==> config.mk <==
export PLATFORM = sky130hd
export DESIGN_NAME = kitchen_order_scheduler
export DESIGN_NICKNAME = d
export VERILOG_FILES = /design/src/rtl/kitchen_order_scheduler.sv
export SDC_FILE = /design/constraint.sdc
export NUM_CORES = 1
export LEC_CHECK = 0
export CAP_MARGIN = 20
export CELL_PAD_IN_SITES_DETAIL_PLACEMENT = 0
export CELL_PAD_IN_SITES_GLOBAL_PLACEMENT = 1
export CORE_MARGIN = 5
export CORE_UTILIZATION = 24
export DETAILED_ROUTE_END_ITERATION = 12
export PLACE_DENSITY = 0.46
export SLEW_MARGIN = 10
export SYNTH_ARGS = -nofsm -noshare
export SYNTH_HDL_FRONTEND = slang
export SYNTH_SLANG_ARGS = --single-unit
==> constraint.sdc <==
create_clock -name clk -period 13.8 [get_ports clk]
set_input_delay 3.45 -clock clk [delete_from_list [all_inputs] [get_ports clk]]
set_output_delay 3.45 -clock clk [all_outputs]
set_load 0.02 [all_outputs]
==> src/rtl/kitchen_order_scheduler.sv <==
// Two-kiosk order intake with round-robin arbitration, a small order FIFO
// and a cook FSM that times each item before presenting the finished order.
module kitchen_order_scheduler #(
    parameter int DEPTH         = 4,
    parameter int PREP_BURGER   = 8,
    parameter int PREP_FRIES    = 4,
    parameter int PREP_COLA     = 1,
    parameter int PREP_ICECREAM = 2
) (
    input  logic        clk,
    input  logic        reset,
    input  logic        k0_req,
    input  logic [15:0] k0_qty,
    input  logic [7:0]  k0_total,
    output logic        k0_ack,
    input  logic        k1_req,
    input  logic [15:0] k1_qty,
    input  logic [7:0]  k1_total,
    output logic        k1_ack,
    output logic        serve_valid,
    input  logic        serve_ready,
    output logic [7:0]  serve_id,
    output logic [7:0]  serve_total,
    output logic [1:0]  cook_item,
    output logic        busy,
    output logic [3:0]  fifo_count
);

    localparam int AW = $clog2(DEPTH);

    typedef enum logic [1:0] {IDLE, LOAD, COOK, SERVE} state_t;

    typedef struct packed {
        logic [15:0] qty;
        logic [7:0]  total;
        logic [7:0]  id;
    } entry_t;

    entry_t          mem [DEPTH];
    logic [AW-1:0]   wr_ptr;
    logic [AW-1:0]   rd_ptr;
    logic [3:0]      count;
    logic            prio1;
    logic [7:0]      next_id;

    state_t          state;
    logic [1:0]      item;
    logic [3:0]      remaining;
    logic [7:0]      timer;
    logic [15:0]     qty_r;

    logic            elig0, elig1, room, grant0, grant1, push, pop, adv;
    logic [15:0]     sel_qty;
    logic [7:0]      sel_total;
    logic [1:0]      item_nx;
    entry_t          head;

    function automatic logic [7:0] prep_m1(input logic [1:0] i);
        logic [7:0] r;
        unique case (i)
            2'd0: r = 8'(PREP_BURGER - 1);
            2'd1: r = 8'(PREP_FRIES - 1);
            2'd2: r = 8'(PREP_COLA - 1);
            default: r = 8'(PREP_ICECREAM - 1);
        endcase
        return r;
    endfunction

    function automatic logic [3:0] qty_of(input logic [15:0] q,
                                          input logic [1:0] i);
        logic [15:0] s;
        s = q >> {i, 2'b00};
        return s[3:0];
    endfunction

    // A kiosk whose ack is showing this cycle is not re-considered.
    assign elig0     = k0_req & ~k0_ack;
    assign elig1     = k1_req & ~k1_ack;
    assign room      = count < 4'(DEPTH);
    assign grant0    = room & elig0 & (~elig1 | ~prio1);
    assign grant1    = room & elig1 & ~grant0;
    assign sel_qty   = grant0 ? k0_qty : k1_qty;
    assign sel_total = grant0 ? k0_total : k1_total;
    assign push      = (grant0 | grant1) & (sel_qty != 16'd0);
    assign pop       = (state == LOAD);
    assign head      = mem[rd_ptr];
    assign item_nx   = item + 2'd1;
    assign adv       = (remaining == 4'd0) ||
                       (timer == 8'd0 && remaining == 4'd1);
    assign fifo_count = count;

    always_ff @(posedge clk or posedge reset) begin
        if (reset) begin
            k0_ack  <= 1'b0;
            k1_ack  <= 1'b0;
            prio1   <= 1'b0;
            next_id <= 8'd0;
            wr_ptr  <= '0;
            rd_ptr  <= '0;
            count   <= 4'd0;
            for (int i = 0; i < DEPTH; i++) mem[i] <= '0;
        end else begin
            k0_ack <= grant0;
            k1_ack <= grant1;
            if (grant0) prio1 <= 1'b1;
            if (grant1) prio1 <= 1'b0;
            if (push) begin
                mem[wr_ptr] <= '{qty: sel_qty, total: sel_total, id: next_id};
                wr_ptr      <= wr_ptr + 1'b1;
                next_id     <= next_id + 8'd1;
            end
            if (pop) rd_ptr <= rd_ptr + 1'b1;
            if (push && !pop) count <= count + 4'd1;
            else if (pop && !push) count <= count - 4'd1;
        end
    end

    always_ff @(posedge clk or posedge reset) begin
        if (reset) begin
            state       <= IDLE;
            item        <= 2'd0;
            remaining   <= 4'd0;
            timer       <= 8'd0;
            qty_r       <= 16'd0;
            serve_valid <= 1'b0;
            serve_id    <= 8'd0;
            serve_total <= 8'd0;
            cook_item   <= 2'd0;
            busy        <= 1'b0;
        end else begin
            unique case (state)
                IDLE: if (count != 4'd0) begin
                    state <= LOAD;
                    busy  <= 1'b1;
                end
                LOAD: begin
                    qty_r       <= head.qty;
                    serve_id    <= head.id;
                    serve_total <= head.total;
                    item        <= 2'd0;
                    cook_item   <= 2'd0;
                    remaining   <= qty_of(head.qty, 2'd0);
                    timer       <= prep_m1(2'd0);
                    state       <= COOK;
                end
                COOK: begin
                    if (adv) begin
                        if (item == 2'd3) begin
                            state       <= SERVE;
                            serve_valid <= 1'b1;
                        end else begin
                            item      <= item_nx;
                            cook_item <= item_nx;
                            remaining <= qty_of(qty_r, item_nx);
                            timer     <= prep_m1(item_nx);
                        end
                    end else if (timer == 8'd0) begin
                        remaining <= remaining - 4'd1;
                        timer     <= prep_m1(item);
                    end else begin
                        timer <= timer - 8'd1;
                    end
                end
                SERVE: if (serve_ready) begin
                    state       <= IDLE;
                    serve_valid <= 1'b0;
                    busy        <= 1'b0;
                end
                default: state <= IDLE;
            endcase
        end
    end

endmodule

## Word-level counts from Yosys, hierarchy flattened

Index checks and enable logic that the tools add are counted.

| word-level totals | value |
|---|---|
| logic and storage cells | 134 |
| register bits after elaboration | 197 |
| output and inout port bits | 26 |
| input bits | 53 |

| cells by class | value |
|---|---|
| add/subtract/negate cells | 8 |
| $lt $le $gt $ge | 4 |
| bitwise gates (word level) | 16 |
| equal/unequal tests | 16 |
| shifts and indexed selects | 1 |
| reductions and logical operators | 25 |
| mux-type cells | 36 |

Operators by type and width:

| operator | number |
|---|---|
| 128-bit bitwise mux | 1 |
| 32-bit 2-to-1 mux | 3 |
| 32-bit binary-select mux with 2-bit select | 1 |
| 32-bit demux with 2-bit select | 1 |
| 8-bit 2-to-1 mux | 4 |
| 4-bit 2-to-1 mux | 5 |
| 3-bit case mux with 3 select lines | 2 |
| 16-bit 2-to-1 mux | 1 |
| 8-bit case mux with 2 select lines | 1 |
| 16-bit nonzero test | 1 |
| 16-bit by 4-bit >> shifter with 4-bit output | 1 |
| 2-bit 2-to-1 mux | 6 |
| 2-bit == test, second input constant | 5 |
| 2-bit != test, second input constant | 5 |
| 2-bit nonzero test | 5 |
| 3-bit AND reduction | 3 |
| 8-bit by 1-bit adder with 8-bit output, second input constant | 1 |
| 8-bit zero test | 1 |
| 2-bit case mux with 4 select lines | 1 |
| 4-bit case mux with 2 select lines | 1 |
| 4-bit AND reduction | 2 |
| 4-bit by 1-bit subtractor with 4-bit output, second input constant | 2 |
| 8-bit by 1-bit subtractor with 8-bit output, second input constant | 1 |
| 1-bit AND | 7 |
| 21 further kinds | 45 |

## Longest topological paths before layout

Gate-level depths: netlist of run 1.

| depth | value |
|---|---|
| word-level depth | 13 |
| gate-level depth with buffers | 14 |
| gate-level depth less buffers | 12 |

## Least setup slack after synthesis of run 1

Ideal clock, no wire load.

| timing | value |
|---|---|
| kind | input-to-reg |
| start | input k1_req |
| end | register count[3], in the netlist fifo_count[3] |
| arrival time | 5.782 ns |
| stages | 14 |
| setup slack | 7.886 ns |
| cells stage by stage | nor2b_1 a2111o_1 buf_2 clkinv_4 a22o_4 buf_2 ha_1 inv_1 ha_1 a21o_1 a21oi_1 xnor2_1 nor2_1 xor2_1 |

| on the way | value |
|---|---|
| longest elaborated chain between the ends | 11 |
| elaborated cells between the ends (all ways) | 16 |

RTL lines:

| what | RTL line | source |
|---|---|---|
| from (decl) | 16 | `input logic k1_req,` |
| 1-bit AND * | 78 | `assign elig1 = k1_req & ~k1_ack;` |
| parallel branches: the longest is 6 deep, another holds 16-bit 2-to-1 mux | -- |  |
| 1-bit AND * | 84 | `assign push = (grant0 \| grant1) & (sel_qty != 16'd0);` |
| via push | 52 | `logic elig0, elig1, room, grant0, grant1, push, pop, adv;` |
| 1-bit zero test | 114 | `else if (pop && !push) count <= count - 4'd1;` |
| 1-bit logical AND | 114 |  |
| 2-bit nonzero test (no source line) | -- |  |
| to (signal assigned) | 113 | `if (push && !pop) count <= count + 4'd1;` |
| to (signal assigned) | 114 |  |
| to (decl) | 42 | `logic [3:0] count;` |

Mark *: on every way through the listed nets, which the timed path passes.
A chain may end at the register's enable or synchronous reset.

## Worst setup path in the final report of run 1

| timing | value |
|---|---|
| start | input k1_req |
| end | register count[3], in the netlist fifo_count[3] |

| on the way | value |
|---|---|
| longest elaborated chain between the ends | 11 |
| elaborated cells between the ends (all ways) | 16 |

RTL lines:

| what | RTL line |
|---|---|
| 1-bit AND * | 78 |
| parallel branches: the longest is 6 deep, another holds 16-bit 2-to-1 mux | -- |
| 1-bit AND * | 84 |
| 1-bit zero test | 114 |
| 1-bit logical AND | 114 |
| 2-bit nonzero test (no source line) | -- |

Every way passes the cells marked *.

==> results.yml, run 1 <==
min_path:
  hp-class: "reg -> reg"
  holdPathStages: 1
die:
  die-area_sq_um: 43900
  rows: 73
  die_h_um: 210
  die_w_um: 210
  core_area_sq_um: 39500
  initial_utilization: 0.242
  io_pins: 79
synthesis:
  synth_ff_type: "dfrtp_1"
  syn-instance-count: 690
  ys_async_sr_fraction: 1.00
  ys_ff_latch: 197
  ys_seq_area_frac: 0.516
  yosysUniqueCellTypes: 60
  avgSynthCellArea_sq_um: 13.9
  synth_edf_count: 0
  ys_warn_count: 0
  synth_fp_nets: 765
  synth_area_sq_um: 9560
placement:
  placedCellCount: 1265
  routabilityCongestion: 0.723
  place_ws_ps: 6930
  hpwlAfterDp_um: 15200
  portBuffers: 78
  place_area_sq_um: 10800
sta:
  relSlewSlack: 0.461
  hold_ws_ps: 488
  fin_ws_ps: 7470
  worst_pin_slew_ps: 809
  finalMaxSlewViolations: 0
  finalCritPeriodShare: 0.458
  finalSetupViolations: 0
  finalClockSkew_ps: 12.0
  fin_tns_setup_ps: 0
  fmax_mhz: 158
  hold_viol: 0
  rsz0062_at_grt: "false"
  fin_crit_ps: 6330
power_and_ir_drop:
  p_per_area_nw_per_um2: 226
  vdd_drop_max_mv: 0.100
  power_switching_mw: 0.909
  pwr-share-clk: 0.200
  internal_power_mw: 1.68
  seq_power_share: 0.391
  leakagePower_nw: 5.04
  p_sw_frac: 0.352
  p_comb_frac: 0.409
routing:
  dr.first_iter.drc_count: 273
  drc: 0
  detail_route.wl_per_cell_um: 18.0
  vias: 5625
  dr.pass1.iters: 4
  vias_per_cell: 4.34
  ant_nets: 0
  postRouteWirelength_um: 23400
clock_network:
  cts_made_buffers: 17
  hold_buffers: 0
  cts_resized: 0
  cts_root_buf: "clkbuf_16"
  cts_num_sinks: 197
  clkTransAtPathRegs_ps: 70
  clk-insertion-delay-late_ps: 440
  cts_setup_buffers: 0
  cts_tree: "done"
  h-tree-depth: 4
  clockBufferDepth: 2
job:
  cap_violations: 0
critical_path:
  cp-start-kind: "primary input"
  critical_path_class: "in -> reg"
  endpoint_kind: "flip-flop"
  cp.required_ps: 14120
  rr_worst_depth: 13
  crit_fanout: 26
  worstPathArrival_ps: 6640
cells_and_area:
  diodes: 0
  n_fill_cell: 3989
  nets: 834
  final_cell_mix: "dfrtp_1 (196), mux2_1 (90), nand2_1 (87)"
  drive_above_1_share: 0.216
  instances_no_fill: 1297
  design_area_sq_um: 11400
  area_growth_pct: 19.5
  final_common_cell: "dfrtp_1"
global_routing:
  grt_pass1_wl_um: 37400
  grt_pass1_vias: 6191
  grt_max_degree: 93
  antenna_found_initial: 0
  grt_usage: 0.109
  grt_overflow_total: 0
run_status:
  status: "completed"
-- power by group through the flow --
| stage | Combinational, mW | Clock [mW] | Sequential, mW |
|---|---|---|---|
| final | 1.06 | 0.517 | 1.01 |
| after global routing | 1.17 | 0.557 | 1.05 |
| after CTS | 1.09 | 0.536 | 1.02 |
| after detailed placement | 1.09 | 0 | 1.03 |
| after global placement | 1.08 | 0 | 1.03 |
| after floorplan | 0.812 | 0 | 0.976 |
-- state kept, by name, indices dropped and copies added (netlist names) --
| signal | cells |
|---|---|
| mem | 128 |
| qty_r | 16 |
| next_id | 8 |
| serve_id | 8 |
| serve_total | 8 |
| timer | 8 |
| fifo_count | 4 |
| remaining | 4 |
| item | 2 |
| rd_ptr | 2 |
| state | 2 |
| wr_ptr | 2 |
| busy | 1 |
| k0_ack | 1 |
| k1_ack | 1 |
| prio1 | 1 |
| serve_valid | 1 |
-- per-layer routing --
layer  track usage  vias to the layer above  share of wire
met2         0.185                       49           0.51
met4        0.0302                        0          0.011
met5             0                        -              0
met3        0.0178                       20          0.021
met1         0.144                     2940           0.46
li1              -                     2616              -
-- critical path, stage by stage --
cell             delay (ps)
clkdlybuf4s50_1         450
nor2b_1                 190
a2111o_1                160
buf_4                   340
clkinv_4                320
a22o_4                  440
ha_1                    260
inv_1                   110
ha_1                    230
a21o_1                  170
a21oi_1                 160
xnor2_1                 130
nor2_1                   60
xor2_1                  140
-- area by class of cell --
class / instances / area, sq um / area share
Clock buffer: 18 / 429 / 0.0376
Clock inverter: 14 / 163 / 0.0142
Inverter: 16 / 72.6 / 0.00635
Multi-Input combinational cell: 442 / 4340 / 0.380
Sequential cell: 197 / 4930 / 0.432
Tap cell: 525 / 657 / 0.0575
Timing Repair Buffer: 85 / 833 / 0.0729
-- metrics by stage --
| stage | utilization | total power [mW] |
|---|---|---|
| 2_1_floorplan | - | 1.79 |
| 3_3_place_gp | 0.274 | 2.11 |
| 3_5_place_dp | 0.274 | 2.11 |
| 4_1_cts | 0.289 | 2.64 |
| 5_1_grt | 0.289 | 2.77 |
| 6_report | 0.289 | 2.59 |
-- synthesized netlist by cell type, drive strengths merged, types with 3 or more instances --
cell	instances	area, sq um
ha	21	263
mux2i	6	60.1
clkbuf	17	63.8
nand4	4	25.0
buf	18	164
o211ai	5	42.5
xor2	10	87.6
mux2	165	1970
nor2b	3	18.8
nor4	10	62.6
mux4	36	811
nand2	91	367
dfrtp	197	4930
nor2	21	86.3
a21oi	8	40.0
o21ai	8	40.0
nor3	3	15.0
o31ai	3	36.3
or3b	3	26.3
inv	14	52.6
xnor2	11	96.3
-- cell families (layout without fill, tap and decap cells) --
family,Yosys count,count (layout),synth area share
multiplexers,207,207,0.297
flip-flops,197,197,0.516
buffers and inverters,51,133,0.0306
AND/OR/NAND/NOR,147,147,0.0722
AO/OA/AOI/OAI,45,45,0.0355
adder cells (fa/ha/maj),22,22,0.0296
XOR/XNOR,21,21,0.0192
-- final timing paths --
check / startpoint / end / slack [ps]
max: k1_req / fifo_count[3]$_DFFE_PP0P_ / 7470
min: mem[115]$_DFFE_PP0P_ / mem[115]$_DFFE_PP0P_ / 490
max reg2reg: k0_ack$_DFF_PP0_ / fifo_count[3]$_DFFE_PP0P_ / 10540
min reg2reg: mem[115]$_DFFE_PP0P_ / mem[115]$_DFFE_PP0P_ / 490
max in group asynchronous: reset / mem[21]$_DFFE_PP0P_ / 8340
min in group asynchronous: reset / k1_ack$_DFF_PP0_ / 3510
(Power assumes the default switching activity.)
==> inputs of run 2 (changes only) <==
==> constraint.sdc (replaced) <==
create_clock -name clk -period 6.1 [get_ports clk]
set_input_delay 1.525 -clock clk [delete_from_list [all_inputs] [get_ports clk]]
set_output_delay 1.525 -clock clk [all_outputs]
set_load 0.02 [all_outputs]
==> run 2 against run 1 <==
Compared with the run above:
- non-clock buffer count unchanged
- critical path depth unchanged
- count of clock-buffer cells in the layout up 1
- sequential share of layout area down 0.16 points
- first-iteration DRC count down 5.1%
- utilization up 0.11 points
- die area unchanged
- critical path type unchanged
==> results.yml, run 2 (synthesis gave the netlist of run 1 again) <==
die:
  die_h_um: 210
  initial_utilization: 0.242
  die-area_sq_um: 43900
  core_area_sq_um: 39500
  die_w_um: 210
  io_pins: 79
  rows: 73
critical_path:
  cp-start-kind: "primary input"
  critical_path_class: "in -> reg"
  worstPathArrival_ps: 4750
  crit_fanout: 26
  endpoint_kind: "flip-flop"
  cp.required_ps: 6420
sta:
  hold_viol: 0
  finalMaxSlewViolations: 0
  fin_tns_setup_ps: 0
  fin_ws_ps: 1670
  fmax_mhz: 226
  finalSetupViolations: 0
  worst_pin_slew_ps: 987
  rsz0062_at_grt: "false"
  finalCritPeriodShare: 0.726
  fin_crit_ps: 4430
  relSlewSlack: 0.342
  finalClockSkew_ps: 12.6
min_path:
  hp-class: "reg -> reg"
clock_network:
  clockBufferDepth: 2
  hold_buffers: 0
  h-tree-depth: 4
  cts_made_buffers: 17
  cts_tree: "done"
  cts_root_buf: "clkbuf_16"
  cts_resized: 0
  clkTransAtPathRegs_ps: 70
  cts_num_sinks: 197
  clk-insertion-delay-late_ps: 450
  cts_setup_buffers: 0
power_and_ir_drop:
  leakagePower_nw: 5.06
  p_per_area_nw_per_um2: 512
  vdd_drop_max_mv: 0.239
cells_and_area:
  final_common_cell: "dfrtp_1"
  largest_reg_flops: 128
  drive_above_1_share: 0.218
  n_fill_cell: 4014
  final_cell_mix: "dfrtp_1 (196), mux2_1 (90), nand2_1 (87)"
  fin_util: 0.290
  diodes: 0
  top_regs: "mem x128, qty_r x16"
  top_register: "mem"
  area_growth_pct: 20.0
  nets: 834
placement:
  routabilityCongestion: 0.718
  place_ws_ps: 1140
  hpwlAfterDp_um: 15100
  portBuffers: 78
global_routing:
  grt_overflow_total: 0
  grt_usage: 0.108
  grt_max_degree: 149
  grt_pass1_vias: 6232
  antenna_found_initial: 0
  grt_pass1_wl_um: 37100
routing:
  drc: 0
  vias: 5623
  vias_per_cell: 4.34
  dr.first_iter.drc_count: 259
  dr.pass1.iters: 4
  detail_route.wl_per_cell_um: 18.0
  postRouteWirelength_um: 23300
  ant_nets: 0
job:
  cap_violations: 0
run_status:
  status: "completed"
[run 2: through the flow]
stage                     hold WS, ps  power (mW)  area [sq um]  instances
after global placement            468        4.78         10900       1265
after CTS                         494        6.01         11500       1297
after global routing              506        6.29         11500       1297
after detailed placement          477        4.79         10900       1265
after floorplan                   459        4.05          9560        690
final                             487        5.87         11500       1297
[run 2: area by class of cell]
cell class	instances	area, sq um	share of cell area
inverters	16	68.8	0.00600
well taps	525	657	0.0573
clock inverters	13	161	0.0141
repair buffers	85	858	0.0748
clock buffers	19	453	0.0395
flip-flops and latches	197	4930	0.430
multi-input cells	442	4340	0.378
[run 2: worst paths after layout]
path	slack, ps	startpoint	cells past startpoint	end
max in group asynchronous	3320	reset	3	rd_ptr[0]$_DFFE_PP0P_
worst min-delay path	490	mem[37]$_DFFE_PP0P_	1	mem[37]$_DFFE_PP0P_
worst max-delay path	1670	k1_req	14	fifo_count[3]$_DFFE_PP0P_
worst min register to register	490	mem[37]$_DFFE_PP0P_	1	mem[37]$_DFFE_PP0P_
min in group asynchronous	1510	reset	2	prio1$_DFFE_PP0P_
worst max register to register	2840	k1_ack$_DFF_PP0_	13	fifo_count[3]$_DFFE_PP0P_
[run 2: layer usage]
metal  GRT usage  part of all wire  up-vias
met2       0.186              0.51       54
met5           0                 0        -
met3      0.0229             0.022       13
met4      0.0270             0.012        0
met1       0.140              0.45     2933
li1            -                 -     2623
[run 2: power breakdown]
| group | internal (mW) | leakage (nW) | switching, mW |
|---|---|---|---|
| clock | 0.640 | 0.294 | 0.551 |
| sequential | 1.87 | 2.45 | 0.414 |
| combinational | 1.31 | 2.32 | 1.09 |
[run 2: worst max-delay path, cell delays in order]
cell             delay [ps]
clkdlybuf4s50_1         450
nor2b_1                 220
a2111o_1                170
buf_4                   330
clkinv_4                320
a22o_4                  430
ha_1                    250
inv_1                   120
ha_1                    240
a21o_1                  170
a21oi_1                 170
xnor2_1                 140
nor2_1                   60
xor2_1                  140
